**src/rtl/demux_collect8_pkg.sv**
```systemverilog
// demux_collect8_pkg: shared constants, FSM state type and lane decode helper
// for the demux_collect8 lane collector.
package demux_collect8_pkg;

   localparam int unsigned LANES = 8;
   localparam int unsigned SEL_W = 3;
   localparam logic [LANES-1:0] FULL_MASK = 8'hFF;

   typedef enum logic {
      COLLECT = 1'b0,
      HOLD    = 1'b1
   } state_e;

   // One-hot decode of a lane index.
   function automatic logic [LANES-1:0] lane_onehot(input logic [SEL_W-1:0] idx);
      logic [LANES-1:0] oh;
      oh      = '0;
      oh[idx] = 1'b1;
      return oh;
   endfunction

endpackage

```
**src/rtl/demux_lane_regs.sv**
```systemverilog
// demux_lane_regs: eight 1-bit lane registers plus a written-lane mask.
// Ports:
//   clock, reset      rising-edge clock, synchronous active-high reset
//   wr_en             write one lane this cycle
//   wr_idx            lane index to write
//   wr_bit            value written to the lane
//   clear             clear all lanes and the mask (frame handed off)
//   bits, mask        current lane contents and written-lane mask
module demux_lane_regs
   import demux_collect8_pkg::*;
(
   input  logic             clock,
   input  logic             reset,
   input  logic             wr_en,
   input  logic [SEL_W-1:0] wr_idx,
   input  logic             wr_bit,
   input  logic             clear,
   output logic [LANES-1:0] bits,
   output logic [LANES-1:0] mask
);

   always_ff @(posedge clock) begin
      if (reset || clear) begin
         bits <= '0;
         mask <= '0;
      end else if (wr_en) begin
         // Repeated writes to a lane overwrite the bit; the mask bit stays set.
         bits[wr_idx] <= wr_bit;
         mask[wr_idx] <= 1'b1;
      end
   end

endmodule

```
**src/rtl/demux_collect8.sv**
```systemverilog
// demux_collect8: steers a serial stream of tagged 1-bit samples into eight
// lanes, closes a frame on io_last or when every lane has been written, then
// presents the assembled word and written-lane mask under valid/ready.
// Parameter:
//   SEQ_MODE      0: lane = io_sel; 1: lane from an internal 0..7 counter
// Ports:
//   clock, reset  rising-edge clock, synchronous active-high reset
//   io_in         sample bit
//   io_sel        target lane (used only when SEQ_MODE = 0)
//   io_last       sample closes the frame
//   io_in_valid   sample present
//   io_in_ready   block can accept a sample (high in COLLECT only)
//   io_out_bits   assembled word, bit k = lane k (0 outside HOLD)
//   io_out_mask   bit k set if lane k written this frame (0 outside HOLD)
//   io_out_valid  frame available (high in HOLD only)
//   io_out_ready  downstream accepts the frame
module demux_collect8
   import demux_collect8_pkg::*;
#(
   parameter bit SEQ_MODE = 1'b0
) (
   input  logic             clock,
   input  logic             reset,
   input  logic             io_in,
   input  logic [SEL_W-1:0] io_sel,
   input  logic             io_last,
   input  logic             io_in_valid,
   output logic             io_in_ready,
   output logic [LANES-1:0] io_out_bits,
   output logic [LANES-1:0] io_out_mask,
   output logic             io_out_valid,
   input  logic             io_out_ready
);

   state_e           state;
   logic [SEL_W-1:0] lane_cnt;
   logic [SEL_W-1:0] lane;
   logic [LANES-1:0] lane_bits;
   logic [LANES-1:0] lane_mask;
   logic             accept;
   logic             closing;
   logic             handoff;

   assign accept  = io_in_valid && (state == COLLECT);
   assign lane    = SEQ_MODE ? lane_cnt : io_sel;
   // Closing test uses the mask as it will be after this write.
   assign closing = accept && (io_last || ((lane_mask | lane_onehot(lane)) == FULL_MASK));
   assign handoff = (state == HOLD) && io_out_ready;

   always_ff @(posedge clock) begin
      if (reset) begin
         state    <= COLLECT;
         lane_cnt <= '0;
      end else begin
         unique case (state)
            COLLECT: begin
               if (accept) lane_cnt <= lane_cnt + 1'b1;
               if (closing) state <= HOLD;
            end
            HOLD: begin
               if (io_out_ready) begin
                  state    <= COLLECT;
                  lane_cnt <= '0;
               end
            end
            default: state <= COLLECT;
         endcase
      end
   end

   demux_lane_regs u_lane_regs (
      .clock  (clock),
      .reset  (reset),
      .wr_en  (accept),
      .wr_idx (lane),
      .wr_bit (io_in),
      .clear  (handoff),
      .bits   (lane_bits),
      .mask   (lane_mask)
   );

   // Outputs depend on registered state only; a partial frame stays hidden.
   assign io_in_ready  = (state == COLLECT);
   assign io_out_valid = (state == HOLD);
   assign io_out_bits  = (state == HOLD) ? lane_bits : '0;
   assign io_out_mask  = (state == HOLD) ? lane_mask : '0;

endmodule
```
**config.mk**
```make
export PLATFORM = sky130hd
export DESIGN_NAME = demux_collect8
export DESIGN_NICKNAME = d
export VERILOG_FILES = /design/src/rtl/demux_collect8_pkg.sv /design/src/rtl/demux_lane_regs.sv /design/src/rtl/demux_collect8.sv
export SDC_FILE = /design/constraint.sdc
export NUM_CORES = 1
export LEC_CHECK = 0
export CORE_UTILIZATION = 40
export CTS_CLUSTER_DIAMETER = 30
export CTS_CLUSTER_SIZE = 25
export DETAILED_ROUTE_END_ITERATION = 6
export PLACE_DENSITY = 0.69
export SYNTH_ARGS = -nofsm -noshare
export SYNTH_HDL_FRONTEND = slang
export SYNTH_SLANG_ARGS = --single-unit
```
**constraint.sdc**
```tcl
create_clock -name clock -period 1.31 [get_ports clock]
set_input_delay 0.262 -clock clock [delete_from_list [all_inputs] [get_ports clock]]
set_output_delay 0.262 -clock clock [all_outputs]
set_load 0.02 [all_outputs]
```
# After elaboration in Yosys (flattened, before gate mapping)
# Cells that the tools add are included.
word_totals:
  elab_cells: 22
  register_bits: 17
  input_bits: 9
op_classes:
  muxes: 8
  n_reduce_logical: 6
  eq_ne: 1
  bitwise_logic: 2
  order_cmp: 2
op_table:
  columns: ["op", "n"]
  rows:
  - ["8-bit 2-to-1 mux", 2]
  - ["8-bit bitwise mux", 1]
  - ["8-bit == test, second input constant", 1]
  - ["8-bit OR", 1]
  - ["1-bit logical AND", 4]
  - ["3-bit by 4-bit < comparator with 1-bit output, second input constant", 1]
  - ["1-bit demux with 3-bit select", 1]
  - ["3-bit by 1-bit greater-or-equal comparator with 1-bit output, second input constant", 1]
  - ["1-bit 2-to-1 mux", 3]
  - ["1-bit logical OR", 2]
  - ["1-bit one-hot mux with 2 select lines", 1]
  - ["1-bit NOT", 1]

# Longest topological paths before layout
# Gate-level depths: netlist (run 1).
depth:
  word_depth: 10
  ltp_mapped: 6
  ltp_nobuf: 4

# Modules after synthesis
# A second synthesis (run 1) with hierarchy kept.
hier_totals:
  hier_cells: 94
  hier_area_um2: 913.4
modules_own_cells:
  columns: ["module", "seq_area_each_um2", "instances", "area_each_um2", "cells_per_inst"]
  rows:
  - ["demux_lane_regs", 320.3, 1, 634.4, 52]
  - ["demux_collect8", 20.0, 1, 279.0, 42]

# Worst setup path after synthesis (run 1)
# OpenSTA, ideal clock, no wires.
synth_path:
  path_kind: "reg2out"
  startpoint: "register state, in the netlist io_out_valid"
  endpoint: "output io_out_bits[4]"
  t_required_ns: 1.048
  arrival_time_ns: 1.175
  path_buffers: 2
  stages_incl_launch_ff: 4
  setup_slack_ns: -0.127
  cell_sequence: "dfxtp_1 -> clkbuf_1 -> clkbuf_1 -> and2_1"
synth_between:
  elab_chain_cells: 1
synth_lines:
  columns: ["item", "line", "rtl"]
  rows:
  - ["from (decl)", "demux_collect8.sv:35", "state_e state;"]
  - ["from (signal assigned)", "demux_collect8.sv:52", "state <= COLLECT;"]
  - ["from (signal assigned)", "demux_collect8.sv:58", "if (closing) state <= HOLD;"]
  - ["from (signal assigned)", "demux_collect8.sv:62", "state <= COLLECT;"]
  - ["8-bit 2-to-1 mux", "demux_collect8.sv:85", "assign io_out_bits = (state == HOLD) ? lane_bits : '0;"]
  - ["to (decl)", "demux_collect8.sv:29", "output logic [LANES-1:0] io_out_bits,"]
# Every way passes these cells.

# Worst setup path after layout (run 1)
layout_path:
  startpoint: "register state, in the netlist io_out_valid"
  endpoint: "register u_lane_regs.bits[3]"
layout_between:
  elab_chain_cells: 2
  word_cells_on_any_way: 4
  classes_between: "bitwise (1); reduce/logical (3)"
layout_lines:
  columns: ["item", "line", "rtl"]
  rows:
  - ["1-bit logical AND / 1-bit NOT (equally long branches)", null, null]
  - ["1-bit logical OR / 1-bit logical AND (equally long branches)", "demux_lane_regs.sv:23, demux_collect8.sv:44", null]
  - ["to (signal, indexed assignment)", "demux_lane_regs.sv:28", "bits[wr_idx] <= wr_bit;"]
  - ["to (decl)", "demux_lane_regs.sv:18", "output logic [LANES-1:0] bits,"]
# Several ways; a longest one is shown, not always the timed one.
# A chain may end at the register's enable or synchronous reset.

==> flow_metrics.py, run 1 <==
metrics = {
    "status": {
        "status": "complete, but fails checks",
        "violations": "negative setup slack",
    },
    "logic_synthesis": {
        "syn-num-nets": 121,
        "synth_area_leaders": "dfxtp_1, and2_1, nor2_1",
        "synth_area_um2": 875.8,
        "synth_top_area_frac": 0.3886,
        "ys_seq_area_frac": 0.3886,
        "ys_types": 26,
        "ys_ff_latch": 17,
        "synth-warning-count": 0,
        "syn_inst": 112,
        "synth.largest_area_cell": "dfxtp_1",
        "synth_area_per_cell_um2": 7.820,
    },
    "worst_hold_path": {
        "worst_hold_path.endpoint": "u_lane_regs.bits[3]$_SDFFE_PP0P_",
        "hold_class": "reg -> reg",
        "min_from": "u_lane_regs.bits[3]$_SDFFE_PP0P_",
        "hold_path_depth": 2,
    },
    "timing": {
        "max_slew_margin": 0.7574,
        "post-route-period-util": 1.118,
        "worst_pin_slew_ns": 0.3628,
        "hold_viol": 0,
        "clock.fmax_ghz": 0.6828,
        "fin_ws_ns": -0.1545,
        "rsz0062_at_grt": "yes",
        "clock_skew_ns": 0.005497,
        "final-max-slew-violation-count": 0,
        "setup_viol": 27,
        "period_minus_slack_ns": 1.465,
    },
    "die": {
        "fp-row-count": 16,
        "coreArea_um2": 2002,
        "die_area_um2": 2381,
        "dieHeight_um": 48.80,
        "io_pins": 27,
        "initial_utilization": 0.4375,
        "die_w_um": 48.80,
    },
    "critical_path": {
        "r2r_end": "u_lane_regs.bits[3]$_SDFFE_PP0P_",
        "crit_path_cell_trace": "buf_6 -> or3b_4 -> buf_4 -> nor2_2 -> nand2_1 -> a21oi_1",
        "start_kind": "register",
        "reg2reg_from": "io_out_valid$_SDFF_PP0_",
        "cp.arrival_ns": 1.69,
        "cp-end-kind": "register",
        "critical_path_class": "reg -> reg",
        "worstSetupStartpoint": "io_out_valid$_SDFF_PP0_",
        "cp.required_ns": 1.53,
        "worst_r2r_path_depth": 6,
        "worstPathMaxFanout": 6,
        "max_stage_delay_ns": 0.40,
        "critPathSlowestCell": "or3b_4",
        "regToRegSetupSlack_ns": -0.15,
    },
    "clock_network": {
        "htree_levels": 1,
        "cts_buffers": 3,
        "cts_hold_buffers": 0,
        "clock_path_buffers": 2,
        "path_clk_slew_ns": 0.10,
        "clock_sinks": 17,
        "clk_root_buffer_cell": "clkbuf_4",
        "cts_tree": "done",
        "clock_latency_ns": 0.29,
    },
    "global_routing": {
        "groute.layer.met1.usage": 0.2982,
        "grt.busiest_layer": "met2",
        "grt_max_degree": 17,
        "grt_pass1_vias": 874,
        "antenna_found_initial": 0,
        "met3_usage": 0.04050,
        "use_met2": 0.3935,
        "grt_overflow": 0,
        "grt_pass1_wl_um": 4146,
        "track_usage": 0.2288,
    },
    "power_and_ir_drop": {
        "p_leak_nw": 0.6823,
        "ir_drop_mv": 0.6104,
        "power.density_nw_per_um2": 680.4,
    },
    "cells_and_area": {
        "stdcell_count": 198,
        "final_core_util": 0.8075,
        "fillCellCount": 122,
        "nets": 181,
        "antennaDiodeCount": 0,
        "drive_gt1_frac": 0.5380,
        "synthToLayoutAreaGrowth_pct": 84.57,
        "design_area_um2": 1617,
    },
    "placed_design": {
        "place_area_um2": 1336,
        "dp_slack_ns": -0.4158,
        "dp_cells": 183,
        "globalplace.congestion": 0.7846,
        "port_buffers": 26,
        "dp_hpwl_um": 1633,
    },
    "route": {
        "vias": 1002,
        "firstDrtPassIters": 4,
        "drt_iter0_drc": 11,
        "drcViolationCount": 0,
        "wire_per_inst_um": 14.87,
        "ant_nets": 0,
        "drt_wl_total_um": 2945,
        "viasPerCell": 5.061,
    },
    "flow_run": {
        "max_cap_viol_count": 0,
    },
}
## cell usage after synthesis
master / count
a21o_1: 1
a21oi_1: 8
a32oi_1: 1
and2_1: 16
buf_2: 2
buf_6: 2
clkbuf_1: 2
dfxtp_1: 17
inv_1: 2
mux2i_1: 2
nand2_1: 9
nand2b_1: 2
nand2b_2: 1
nand3b_1: 2
nor2_1: 24
nor2_2: 1
nor3_1: 1
nor3_4: 1
nor3b_1: 4
o21a_1: 1
o21ai_0: 7
o21ai_1: 1
o21bai_1: 2
o22ai_1: 1
o41ai_2: 1
or3b_1: 1
## power by group
group | switching [mW] | internal [mW]
Combinational | 0.130 | 0.146
Clock | 0.165 | 0.118
Sequential | 0.0108 | 0.530
Total | 0.306 | 0.794
## flip-flops by register name (all words and copies together) (netlist names)
name	count
u_lane_regs.bits	8
u_lane_regs.mask	8
io_out_valid	1
## stage by stage
| stage | total power, mW | setup TNS [ns] | hold slack (ns) |
|---|---|---|---|
| 6_report | 1.100 | -2.433 | 0.5008 |
| 2_1_floorplan | 0.6393 | -0.07135 | 0.4448 |
| 4_1_cts | 1.065 | -1.335 | 0.4890 |
| 5_1_grt | 1.155 | -3.788 | 0.5238 |
| 3_3_place_gp | 0.7427 | -8.734 | 0.4592 |
| 3_5_place_dp | 0.7455 | -9.377 | 0.4701 |
## worst max-delay path by stage
stage / to / depth (start not counted)
2_1_floorplan: u_lane_regs.bits[0]$_SDFFE_PP0P_ / 6
3_3_place_gp: u_lane_regs.bits[0]$_SDFFE_PP0P_ / 5
3_5_place_dp: io_out_valid$_SDFF_PP0_ / 6
4_1_cts: u_lane_regs.bits[2]$_SDFFE_PP0P_ / 6
5_1_grt: u_lane_regs.bits[0]$_SDFFE_PP0P_ / 5
6_report: u_lane_regs.bits[3]$_SDFFE_PP0P_ / 6
## routing by layer
layer / routed length [um] / vias to the layer above
met5: 0 / -
met4: 25 / 0
met3: 109 / 4
met2: 1532 / 30
met1: 1278 / 478
li1: - / 490
## area by class of cell
cell class	instances	area (um2)	share of cell area
Clock buffer	4	26.28	0.01625
Multi-Input combinational cell	87	596.8	0.3692
Tap cell	27	33.78	0.02090
Sequential cell	17	344.1	0.2128
Inverter	2	10.01	0.006192
Timing Repair Buffer	61	605.6	0.3746
## cells by family after synthesis
family / count (synthesis) / share of synthesized area
buffers and inverters: 8 / 0.05429
AOI/OAI and AO/OA: 23 / 0.1614
DFF: 17 / 0.3886
muxes: 2 / 0.02286
and+or+nand+nor: 62 / 0.3729
## layout by cell type, fill, tap and decap left out
| cell type | Yosys | final |
|---|---|---|
| a21o_1 | 1 | 1 |
| a21oi_1 | 8 | 6 |
| a21oi_2 | 0 | 2 |
| a32oi_2 | 0 | 1 |
| and2_2 | 0 | 1 |
| and2_4 | 0 | 15 |
| buf_12 | 0 | 3 |
| buf_4 | 0 | 27 |
| buf_6 | 2 | 21 |
| buf_8 | 0 | 2 |
| clkbuf_1 | 2 | 1 |
| clkbuf_4 | 0 | 3 |
| clkdlybuf4s50_1 | 0 | 5 |
| dfxtp_1 | 17 | 16 |
| dfxtp_4 | 0 | 1 |
| dlygate4sd2_1 | 0 | 3 |
| inv_1 | 2 | 1 |
| inv_4 | 0 | 1 |
| mux2i_1 | 2 | 2 |
| nand2_1 | 9 | 9 |
| nand2b_1 | 2 | 2 |
| nand2b_2 | 1 | 1 |
| nand3b_1 | 2 | 2 |
| nor2_1 | 24 | 17 |
| nor2_2 | 1 | 4 |
| nor2_4 | 0 | 4 |
| nor3_2 | 0 | 1 |
| nor3_4 | 1 | 1 |
| nor3b_1 | 4 | 2 |
| nor3b_2 | 0 | 2 |
| o21a_1 | 1 | 1 |
| o21ai_0 | 7 | 3 |
| o21ai_1 | 1 | 5 |
| o21bai_1 | 2 | 2 |
| o22ai_1 | 1 | 1 |
| o41ai_2 | 1 | 1 |
| or3b_4 | 0 | 1 |
## what timing repair did
action | 4_1_cts | 5_1_grt
gates cloned | 1 | 0
gates resized for setup | 125 | 38
setup buffers | 6 | 5
pin swaps | 13 | 10
endpoints found under the setup margin | 28 | 31
## critical path: cells and delay by family (launching register included)
family | cells | cell delay [ns]
buffers and inverters | 2 | 0.31
AOI/OAI and AO/OA | 1 | 0.12
DFF | 1 | 0.39
and+or+nand+nor | 3 | 0.59
Power figures use the tool's default switching activity.
==> run 2: changes to the inputs <==
- CORE_ASPECT_RATIO: unset -> 0.7
==> run 2 against run 1 <==
Compared with the run above:
- the run ends with design-rule violations, negative setup slack left
- final cell count down 6.6%
- first-iteration DRC count up 45%
- sequential share of layout area up 2.6 points
- flip-flop and latch count unchanged
- clock skew down 0.0022 ns
- utilization down 7.0 points
- via count down 3.4%
- sequential power about the same
- critical path depth down 1
- clock-buffer cell count down 1
- critical path type unchanged
- highest routed layer unchanged
==> flow_metrics.py, run 2 (same netlist as run 1, synthesis figures left out) <==
metrics = {
    "status": {
        "status": "complete, but fails checks",
        "violations": "design-rule violations, negative setup slack",
    },
    "global_routing": {
        "grt_max_degree": 17,
        "grt_overflow": 0,
        "antenna_found_initial": 0,
        "grt_pass1_wl_um": 3864,
        "track_usage": 0.2278,
        "grt_pass1_vias": 850,
    },
    "cells_and_area": {
        "layout_common_cells": "buf_4, nor2_1, dfxtp_1, buf_6",
        "seq_area_um2": 344.1,
        "multiInputGateArea_um2": 569.3,
        "layout_commonest_cell": "buf_4",
        "antennaDiodeCount": 0,
        "stdcell_count": 185,
        "synthToLayoutAreaGrowth_pct": 64.29,
        "fillCellCount": 164,
        "drive_gt1_frac": 0.4785,
        "nets": 173,
    },
    "timing": {
        "hold_viol": 0,
        "worst_pin_slew_ns": 0.3503,
        "clock.fmax_ghz": 0.6707,
        "fin_setup_tns_ns": -1.976,
        "final-max-slew-violation-count": 0,
        "clock_skew_ns": 0.003283,
        "rsz0062_at_grt": "yes",
        "fin_ws_ns": -0.1809,
        "setup_viol": 24,
        "holdWs_ns": 0.4713,
        "period_minus_slack_ns": 1.491,
        "max_slew_margin": 0.7665,
        "post-route-period-util": 1.138,
    },
    "critical_path": {
        "cp-end-kind": "register",
        "cp.arrival_ns": 1.69,
        "start_kind": "register",
        "cp_top_family": "simple AND/OR/NAND/NOR gates",
        "critical_path_class": "reg -> reg",
        "regToRegSetupSlack_ns": -0.18,
        "max_stage_delay_ns": 0.40,
        "critPathSlowestCell": "or3b_4",
        "cp.buffers_inverters": 1,
        "worstPathMaxFanout": 6,
        "reg2reg_from": "io_out_valid$_SDFF_PP0_",
        "worst_r2r_path_depth": 5,
        "cp.required_ns": 1.51,
        "crit_path_cell_trace": "buf_6 -> or3b_4 -> nor3_4 -> mux2i_1 -> nor2_2",
        "r2r_end": "u_lane_regs.bits[0]$_SDFFE_PP0P_",
    },
    "worst_hold_path": {
        "worst_hold_path.endpoint": "u_lane_regs.bits[1]$_SDFFE_PP0P_",
        "min_from": "u_lane_regs.bits[1]$_SDFFE_PP0P_",
        "hold_class": "reg -> reg",
        "hold_path_depth": 2,
    },
    "placed_design": {
        "dp_cells": 176,
        "dp_hpwl_um": 1718,
        "port_buffers": 26,
        "globalplace.congestion": 0.8000,
        "dp_slack_ns": -0.4903,
    },
    "die": {
        "dieHeight_um": 41.15,
        "io_pins": 27,
        "die_w_um": 57.93,
        "coreArea_um2": 1952,
        "fp-row-count": 13,
        "die_area_um2": 2384,
        "initial_utilization": 0.4487,
    },
    "route": {
        "firstDrtPassIters": 6,
        "ant_nets": 0,
        "wire_per_inst_um": 14.02,
        "drt_iter0_drc": 16,
        "viasPerCell": 5.232,
        "drt_wl_total_um": 2594,
        "drcViolationCount": 3,
        "vias": 968,
    },
    "clock_network": {
        "clk_root_buffer_cell": "clkbuf_4",
        "clock_path_buffers": 2,
        "cts_tree": "done",
        "path_clk_slew_ns": 0.10,
        "htree_levels": 1,
        "cts_hold_buffers": 0,
        "cts_buffers": 3,
        "clock_sinks": 17,
        "clock_latency_ns": 0.30,
    },
    "power_and_ir_drop": {
        "ir_drop_mv": 0.5350,
        "p_leak_nw": 0.6134,
        "power.density_nw_per_um2": 735.3,
    },
    "flow_run": {
        "max_cap_viol_count": 0,
    },
}
[run 2: routing by layer]
layer | share of wire | vias up | GRT usage | routed length (um)
li1 | - | 475 | - | -
met2 | 0.46 | 32 | 0.3879 | 1204
met3 | 0.062 | 6 | 0.07571 | 162
met5 | 0 | - | 0 | 0
met4 | 0.015 | 0 | 0.05357 | 38
met1 | 0.46 | 455 | 0.2865 | 1189
[run 2: worst max path at each step]
stage,startpoint,end,slack [ns],depth (start not counted)
after floorplan,io_sel[2],u_lane_regs.bits[0]$_SDFFE_PP0P_,-0.07,6
after global placement,io_sel[0],io_out_valid$_SDFF_PP0_,-0.44,5
after detailed placement,io_sel[2],u_lane_regs.bits[2]$_SDFFE_PP0P_,-0.49,6
after CTS,io_out_valid$_SDFF_PP0_,u_lane_regs.bits[0]$_SDFFE_PP0P_,-0.14,5
after global routing,io_out_valid$_SDFF_PP0_,u_lane_regs.bits[0]$_SDFFE_PP0P_,-0.21,5
final,io_out_valid$_SDFF_PP0_,u_lane_regs.bits[0]$_SDFFE_PP0P_,-0.18,5
[run 2: power by group]
group / internal [mW] / switching (mW) / total [mW]
clock network: 0.114 / 0.174 / 0.288
registers: 0.530 / 0.00907 / 0.539
logic: 0.114 / 0.117 / 0.231
total: 0.758 / 0.300 / 1.06
[run 2: layout make-up]
cell class / instances / share of cell area
Timing Repair Buffer: 53 / 0.3217
Multi-Input combinational cell: 87 / 0.3957
Inverter: 2 / 0.005217
Clock buffer: 3 / 0.01565
Sequential cell: 17 / 0.2391
Clock inverter: 1 / 0.003478
Tap cell: 22 / 0.01913
[run 2: through the flow]
stage            util  power (mW)  instance area (um2)
6_report       0.7372       1.058                 1439
5_1_grt        0.7372       1.115                 1439
4_1_cts        0.6872       1.043                 1341
3_5_place_dp   0.6737      0.7408                 1315
3_3_place_gp   0.6737      0.7373                 1315
2_1_floorplan       -      0.6393                894.6
[run 2: worst min-delay path: stages, from the launching register on]
cell and delay [ns]:
dfxtp_1 0.33, o21ai_2 0.05, a21oi_1 0.05
[run 2: repair_timing]
| item | CTS | global route |
|---|---|---|
| resized for setup | 96 | 34 |
| setup buffers | 3 | 1 |
| cloned | 1 | 0 |
| pin swaps | 5 | 3 |
| endpoints found under the setup margin | 31 | 31 |
==> run 3: changes to the inputs <==
- RECOVER_POWER: unset -> 25
==> run 3 against run 2 <==
Compared with the run above:
- the run still ends with design-rule violations, negative setup slack left
- combinational power barely moved
- worst setup slack improved by 0.0029 ns
- clock power barely moved
- non-clock buffer count did not move
- critical path type unchanged
- global-route usage did not move
- largest power group unchanged
==> flow_metrics.py, run 3 (same netlist as run 1, synthesis figures left out) <==
metrics = {
    "status": {
        "status": "complete, but fails checks",
        "violations": "design-rule violations, negative setup slack",
    },
    "cells_and_area": {
        "drive_gt1_frac": 0.4785,
        "antennaDiodeCount": 0,
        "final_core_util": 0.7353,
        "design_area_um2": 1435,
        "fillCellCount": 166,
        "synthToLayoutAreaGrowth_pct": 63.86,
        "nets": 173,
        "layout_commonest_cell": "buf_4",
        "stdcell_count": 185,
        "layout_common_cells": "buf_4, nor2_1, dfxtp_1, buf_6",
    },
    "clock_network": {
        "clk_root_buffer_cell": "clkbuf_4",
        "path_clk_slew_ns": 0.10,
        "htree_levels": 1,
        "clock_path_buffers": 2,
        "clock_sinks": 17,
        "cts_buffers": 3,
        "cts_tree": "done",
        "clock_latency_ns": 0.30,
        "cts_hold_buffers": 0,
    },
    "route": {
        "firstDrtPassIters": 6,
        "drt_wl_total_um": 2566,
        "drt_iter0_drc": 16,
        "viasPerCell": 5.135,
        "ant_nets": 0,
        "drcViolationCount": 3,
        "wire_per_inst_um": 13.87,
        "vias": 950,
    },
    "timing": {
        "max_slew_margin": 0.7759,
        "post-route-period-util": 1.136,
        "fin_ws_ns": -0.1780,
        "final-max-slew-violation-count": 0,
        "fin_setup_tns_ns": -2.011,
        "holdWs_ns": 0.4708,
        "period_minus_slack_ns": 1.488,
        "worst_pin_slew_ns": 0.3351,
        "clock.fmax_ghz": 0.6721,
        "hold_viol": 0,
        "clock_skew_ns": 0.002874,
        "rsz0062_at_grt": "yes",
        "setup_viol": 27,
    },
    "global_routing": {
        "grt_pass1_vias": 850,
        "grt_pass1_wl_um": 3864,
        "grt_overflow": 0,
        "track_usage": 0.2278,
        "grt_max_degree": 17,
        "antenna_found_initial": 0,
    },
    "die": {
        "io_pins": 27,
        "initial_utilization": 0.4487,
        "die_w_um": 57.93,
        "die_area_um2": 2384,
        "coreArea_um2": 1952,
        "dieHeight_um": 41.15,
        "fp-row-count": 13,
    },
    "critical_path": {
        "worstSetupStartpoint": "io_out_valid$_SDFF_PP0_",
        "cp_top_family": "simple AND/OR/NAND/NOR gates",
        "r2r_end": "u_lane_regs.bits[0]$_SDFFE_PP0P_",
        "cp.buffers_inverters": 1,
        "start_kind": "register",
        "critPathSlowestCell": "or3b_4",
        "cp-end-kind": "register",
        "critical_path_class": "reg -> reg",
        "cp.arrival_ns": 1.69,
        "regToRegSetupSlack_ns": -0.18,
        "max_stage_delay_ns": 0.40,
        "crit_path_cell_trace": "buf_6 -> or3b_4 -> nor3_4 -> mux2i_1 -> nor2_2",
        "worst_r2r_path_depth": 5,
        "worstPathMaxFanout": 6,
        "reg2reg_from": "io_out_valid$_SDFF_PP0_",
        "cp.required_ns": 1.51,
    },
    "placed_design": {
        "port_buffers": 26,
        "dp_slack_ns": -0.4903,
        "dp_hpwl_um": 1718,
        "dp_cells": 176,
        "place_area_um2": 1315,
        "globalplace.congestion": 0.8000,
    },
    "power_and_ir_drop": {
        "power.density_nw_per_um2": 735.5,
        "p_leak_nw": 0.6118,
        "ir_drop_mv": 0.5337,
        "p_total_mw": 1.056,
    },
    "flow_run": {
        "max_cap_viol_count": 0,
    },
    "worst_hold_path": {
        "min_from": "u_lane_regs.bits[1]$_SDFFE_PP0P_",
        "worst_hold_path.endpoint": "u_lane_regs.bits[1]$_SDFFE_PP0P_",
        "hold_class": "reg -> reg",
        "hold_path_depth": 2,
    },
}
==> run 3: report_power, final <==
part / leakage (nW) / switching, mW / internal (mW)
clock network: 0.0177 / 0.174 / 0.114
logic: 0.456 / 0.116 / 0.113
registers: 0.138 / 0.00907 / 0.530
total: 0.612 / 0.299 / 0.757
==> run 3: worst max path at each step <==
stage,end,cells after the start
2_1_floorplan,u_lane_regs.bits[0]$_SDFFE_PP0P_,6
4_1_cts,u_lane_regs.bits[0]$_SDFFE_PP0P_,5
5_1_grt,u_lane_regs.bits[0]$_SDFFE_PP0P_,5
3_5_place_dp,u_lane_regs.bits[2]$_SDFFE_PP0P_,6
6_report,u_lane_regs.bits[0]$_SDFFE_PP0P_,5
3_3_place_gp,io_out_valid$_SDFF_PP0_,5
==> run 3: tightest hold or removal path: cells and delay by family (launching register included) <==
family	cells	cell delay, ns
compound gates	2	0.10
flops	1	0.33
==> run 3: timing repair <==
item / in CTS / in global routing
pin swaps: 5 / 3
buffers inserted: 3 / 1
gates resized for setup: 96 / 34
hold endpoints to repair: 0 / 0
cloned: 1 / 0
setup endpoints to repair: 31 / 31
==> run 3: final cells by class <==
class / instances / area (um2) / share of cell area
clock inverters: 1 / 5.005 / 0.003487
clock buffers: 3 / 22.52 / 0.01569
inverters: 2 / 7.507 / 0.005231
repair buffers: 53 / 459.2 / 0.3200
flip-flops and latches: 17 / 344.1 / 0.2398
multi-input cells: 87 / 569.3 / 0.3967
well taps: 22 / 27.53 / 0.01918
==> run 3: routing by layer <==
layer / vias up / GRT usage / part of all wire
li1: 475 / - / -
met1: 433 / 0.2865 / 0.44
met2: 36 / 0.3879 / 0.46
met3: 6 / 0.07571 / 0.080
met4: 0 / 0.05357 / 0.015
met5: - / 0 / 0
